$ cat src/rtl/piso_pkg.sv
`default_nettype none
// ============================================================================
// Module      : piso_pkg
// Description : Shared definitions for the PISO serializer: state encoding,
//               default word width and a constant clog2 helper.
// Revision    : 1.0 - initial release
// ============================================================================
package piso_pkg;

    localparam int c_DATA_WIDTH_DEFAULT = 8;

    // Two-state FSM encoding
    localparam logic [0:0] c_ST_IDLE  = 1'b0;
    localparam logic [0:0] c_ST_SHIFT = 1'b1;

    // Ceiling log2, used to size the bit counter at elaboration time
    function automatic int clog2(input int value);
        int r;
        r = 0;
        for (int i = 0; i < 31; i++) begin
            if ((1 << i) < value) begin
                r = i + 1;
            end
        end
        return r;
    endfunction

endpackage
`default_nettype wire

$ cat src/rtl/piso_shift_reg.sv
`default_nettype none
// ============================================================================
// Module      : piso_shift_reg
// Description : Loadable shift register with selectable shift direction.
//               The head bit is the flop that is shifted out next; the
//               vacated end fills with zeros so an emptied register reads 0.
// Revision    : 1.0 - initial release
// ============================================================================
module piso_shift_reg #(
    parameter int WIDTH     = 8,
    parameter int LSB_FIRST = 1
) (
    input  logic             clk,
    input  logic             rst,
    input  logic             i_load,
    input  logic             i_shift,
    input  logic [WIDTH-1:0] i_data,
    output logic             o_head
);

    logic [WIDTH-1:0] r_q;
    logic [WIDTH-1:0] w_next;

    generate
        if (LSB_FIRST != 0) begin : g_lsb
            assign w_next = {1'b0, r_q[WIDTH-1:1]};
            assign o_head = r_q[0];
        end else begin : g_msb
            assign w_next = {r_q[WIDTH-2:0], 1'b0};
            assign o_head = r_q[WIDTH-1];
        end
    endgenerate

    // Load takes priority over shift so a back-to-back word replaces the tail
    always_ff @(posedge clk) begin
        if (rst) begin
            r_q <= '0;
        end else if (i_load) begin
            r_q <= i_data;
        end else if (i_shift) begin
            r_q <= w_next;
        end
    end

endmodule
`default_nettype wire

$ cat src/rtl/piso_serializer.sv
`default_nettype none
// ============================================================================
// Module      : piso_serializer
// Description : Parallel-in/serial-out transmitter with valid/ready input
//               handshake and zero-gap back-to-back words.
//               Optional macro PISO_PARITY_EN appends an even-parity bit
//               after the data bits of every word.
// Revision    : 1.0 - initial release
// ============================================================================
module piso_serializer
    import piso_pkg::*;
#(
    parameter int DATA_WIDTH = c_DATA_WIDTH_DEFAULT,
    parameter int LSB_FIRST  = 1
) (
    input  logic                  clk,
    input  logic                  reset,
    input  logic [DATA_WIDTH-1:0] din,
    input  logic                  din_valid,
    output logic                  din_ready,
    output logic                  sout,
    output logic                  sout_valid,
    output logic                  frame_start,
    output logic                  done_tick,
    output logic                  busy
);

    localparam int c_CNT_W = clog2(DATA_WIDTH + 2);
`ifdef PISO_PARITY_EN
    localparam int c_N = DATA_WIDTH + 1;
`else
    localparam int c_N = DATA_WIDTH;
`endif
    localparam logic [c_CNT_W-1:0] c_LAST = c_CNT_W'(c_N - 1);

    logic [0:0]         r_state;
    logic [c_CNT_W-1:0] r_cnt;
    logic               r_frame_start;
    logic               r_done_tick;
    logic               w_last;
    logic               w_accept;
    logic               w_shift;
    logic [c_N-1:0]     w_load_word;

    assign w_last    = (r_state == c_ST_SHIFT) && (r_cnt == c_LAST);
    assign din_ready = (r_state == c_ST_IDLE) || w_last;
    assign w_accept  = din_valid && din_ready;
    assign w_shift   = (r_state == c_ST_SHIFT) && !w_accept;

`ifdef PISO_PARITY_EN
    // The parity bit is captured at accept time as the tail of the shift word
    logic w_parity;
    assign w_parity = ^din;
    generate
        if (LSB_FIRST != 0) begin : g_par_lsb
            assign w_load_word = {w_parity, din};
        end else begin : g_par_msb
            assign w_load_word = {din, w_parity};
        end
    endgenerate
`else
    assign w_load_word = din;
`endif

    piso_shift_reg #(
        .WIDTH     (c_N),
        .LSB_FIRST (LSB_FIRST)
    ) u_shift_reg (
        .clk     (clk),
        .rst     (reset),
        .i_load  (w_accept),
        .i_shift (w_shift),
        .i_data  (w_load_word),
        .o_head  (sout)
    );

    // FSM, bit counter and registered frame markers
    always_ff @(posedge clk) begin
        if (reset) begin
            r_state       <= c_ST_IDLE;
            r_cnt         <= '0;
            r_frame_start <= 1'b0;
            r_done_tick   <= 1'b0;
        end else begin
            case (r_state)
                c_ST_IDLE: begin
                    r_cnt         <= '0;
                    r_done_tick   <= 1'b0;
                    r_frame_start <= w_accept;
                    if (w_accept) begin
                        r_state <= c_ST_SHIFT;
                    end
                end
                c_ST_SHIFT: begin
                    if (w_last) begin
                        r_cnt         <= '0;
                        r_done_tick   <= 1'b0;
                        r_frame_start <= w_accept;
                        if (!w_accept) begin
                            r_state <= c_ST_IDLE;
                        end
                    end else begin
                        r_cnt         <= r_cnt + c_CNT_W'(1);
                        r_frame_start <= 1'b0;
                        r_done_tick   <= ((r_cnt + c_CNT_W'(1)) == c_LAST);
                    end
                end
                default: begin
                    r_state       <= c_ST_IDLE;
                    r_cnt         <= '0;
                    r_frame_start <= 1'b0;
                    r_done_tick   <= 1'b0;
                end
            endcase
        end
    end

    assign sout_valid  = (r_state == c_ST_SHIFT);
    assign busy        = (r_state == c_ST_SHIFT);
    assign frame_start = r_frame_start;
    assign done_tick   = r_done_tick;

endmodule
`default_nettype wire

$ cat config.mk
export PLATFORM = sky130hd
export DESIGN_NAME = piso_serializer
export DESIGN_NICKNAME = d
export VERILOG_FILES = /design/src/rtl/piso_pkg.sv /design/src/rtl/piso_shift_reg.sv /design/src/rtl/piso_serializer.sv
export SDC_FILE = /design/constraint.sdc
export NUM_CORES = 1
export LEC_CHECK = 0
export CORE_UTILIZATION = 49
export CTS_CLUSTER_SIZE = 40
export DETAILED_ROUTE_END_ITERATION = 8
export PLACE_DENSITY = 0.77
export SETUP_SLACK_MARGIN = 0.1
export SYNTH_ARGS = -nofsm -noshare
export SYNTH_HDL_FRONTEND = slang
export SYNTH_HIERARCHICAL = 1
export SYNTH_SLANG_ARGS = --single-unit
$ cat constraint.sdc
create_clock -name clk -period 5.35 [get_ports clk]
set_input_delay 1.605 -clock clk [delete_from_list [all_inputs] [get_ports clk]]
set_output_delay 1.605 -clock clk [all_outputs]
set_load 0.02 [all_outputs]
==> metrics.cfg <==
[outcome]
status=finished, final reports clean

[global_routing]
antenna_found_initial=0
grt_start_max_net_pins=13
grtUsageTotal=0.194
grt_pass1_vias=445
grt-ovfl-total=0
grt_pass1_wl_um=1840

[cells_and_area]
diodes=0
drive_above_1_share=0.0759
area_growth_pct=27.2
num-nets-final=93
nFillCells=86

[pwr]
seq_power_share=0.554
p_total_uw=221
p_comb_frac=0.158
p_int_uw=165
p_leak_nw=0.314
ir_drop_mv=0.220
switching_share=0.251
p_clk_frac=0.288
switching_power_uw=55.3
power_density_nw_per_um2=267

[timing]
tightest_slew_ns=0.777
worst_slack_ns=2.03
final.setup.tns_ns=0
finalCritPeriodShare=0.621
fmax_mhz=301
slew-limit-headroom=0.481
period_needed_ns=3.32
skew_ns=0.0166
rsz0062_at_grt=no
finalSetupViolations=0
slew_violations=0
finalHoldViolCount=0

[route]
vias=464
wl_per_cell_um=12.2
ant_nets=0
totalWireLength_um=1140
dr.first_iter.drc_count=4
first_pass_iters=4
vias_per_cell=4.99
drc=0

[floorplanning]
die_area_um2=1470
io-pin-count=17
die_x_um=38.4
die_h_um=38.4
core_um2=1170
num_rows=12
start_util=0.553

[logic_synthesis]
yosysSeqAreaShare=0.463
yosys_warnings=6
synth-xor-area-share=0.0270
postSynthNetCount=75
yosys.area_share.adder=0.0386
synth_compound_area_frac=0.110
yosysTopAreaCellShare=0.463
synthTopCellsByCount=dfxtp_1, nor2b_1, a211oi_1, mux2i_1
synthArstFlopShare=0
synth_top_family_by_area=simple AND/OR/NAND/NOR gates
muxShareOfSynthArea=0.108
syn_avg_cell_area_um2=10.5
ys_types=21
yosys-top-cells-area=dfxtp_1, mux2i_1, a211oi_1
synth_simple_gate_area_share=0.191
synth_cells=62
synth_ff_type=dfxtp_1
synth_edf_count=0
synthMostInstantiatedCell=dfxtp_1
synth_area_leader_cell=dfxtp_1
yosys_register_bits=15
netlist_area_um2=648

[worst_setup_path]
setup.worst_path.start_class=register
critPathKind=register to output pin
critical_path_arrival_ns=1.72
regToRegSetupSlack_ns=3.30
setup.worst_path.end_class=output pin
cp.required_ns=3.74
path_max_fanout=4

[clock_tree]
cts.clk_slew.worst_paths_ns=0.08
clk_latency_ns=0.29
cts_root_buf=clkbuf_4
cts_tree=yes
htreeDepth=1
cts_resized=0
post_cts_buffers=0
cts_sinks=15
cts.path.max_buffers=2
cts_hold_buf=0
numCtsBuffers=3

[placed_design]
port_buffers=16
pre_cts_ws_ns=2.00
hpwlAfterDp_um=848
gp_congestion=0.681

[min_path]
hold_class=register to register

[flow_run]
maxCapViolCount=0

## layout by cell type, fill, tap and decap left out, drive strengths merged
master and instances:
nand3 1, nor3b 1, a21oi 3, xor2 1, clkdlybuf4s50 16, mux2i 7
nor2 3, clkbuf 3, nand2 2, inv 3, dfxtp 15, xnor2 1
and3 1, clkinv 1, nor2b 8, a211oi 7, ha 2, nand3b 2
and2b 1, or3b 1
## layer usage
layer | wire, um | track usage | vias to the layer above | part of all wire
li1 | - | - | 248 | -
met1 | 562 | 0.210 | 202 | 0.49
met2 | 513 | 0.314 | 12 | 0.45
met4 | 9 | 0.0776 | 0 | 0.0079
met5 | 0 | 0 | - | 0
met3 | 51 | 0.105 | 2 | 0.045
## state kept, by name (all words and copies together) (netlist names)
register	count
busy	1
done_tick	1
u_shift_reg/r_q	8
r_cnt	4
frame_start	1
## cell type report
class                           instances  area (um2)  share of cell area
Multi-Input combinational cell         41         308               0.373
Sequential cell                        15         300               0.364
Timing Repair Buffer                   16         160               0.194
Clock buffer                            3        22.5              0.0273
Tap cell                               14        17.5              0.0212
Inverter                                3        11.3              0.0137
Clock inverter                          1        5.00             0.00607
## power by group through the flow
stage          combinational, mW  clock [mW]  sequential (mW)
2_1_floorplan             0.0197           0            0.126
3_3_place_gp              0.0344           0            0.125
6_report                  0.0347      0.0636            0.122
5_1_grt                   0.0377      0.0700            0.123
3_5_place_dp              0.0347           0            0.125
4_1_cts                   0.0350      0.0657            0.122
## worst max-delay path, cell delays in order, from the launching register on
cell and delay (ns):
dfxtp_1 0.37, ha_1 0.20, nand3b_1 0.14, nand2_1 0.12, clkdlybuf4s50_1 0.61
## worst paths after layout
kind	endpoint	depth (start not counted)	startpoint
hold / removal	r_cnt[0]	1	r_cnt[0]
setup reg to reg	u_shift_reg/r_q[5]	6	r_cnt[0]
hold reg to reg	r_cnt[0]	1	r_cnt[0]
setup / recovery	din_ready	4	r_cnt[0]
## metrics by stage
step	hold slack, ns	utilization	instance area [um2]	cells
after global routing	0.518	0.704	825	93
after detailed placement	0.455	0.681	797	89
after floorplan	0.430	-	648	62
after global placement	0.447	0.681	797	89
final	0.465	0.704	825	93
after CTS	0.474	0.704	825	93
## cell families (layout without fill, tap and decap cells)
| logic type | after synthesis | in the layout |
|---|---|---|
| xor+xnor | 2 | 2 |
| fa+ha+maj | 2 | 2 |
| simple gates | 20 | 20 |
| compound gates | 10 | 10 |
| flops | 15 | 15 |
| mux | 7 | 7 |
| buf+inv | 6 | 23 |
Note: power is estimated with default switching activity, not from simulation.
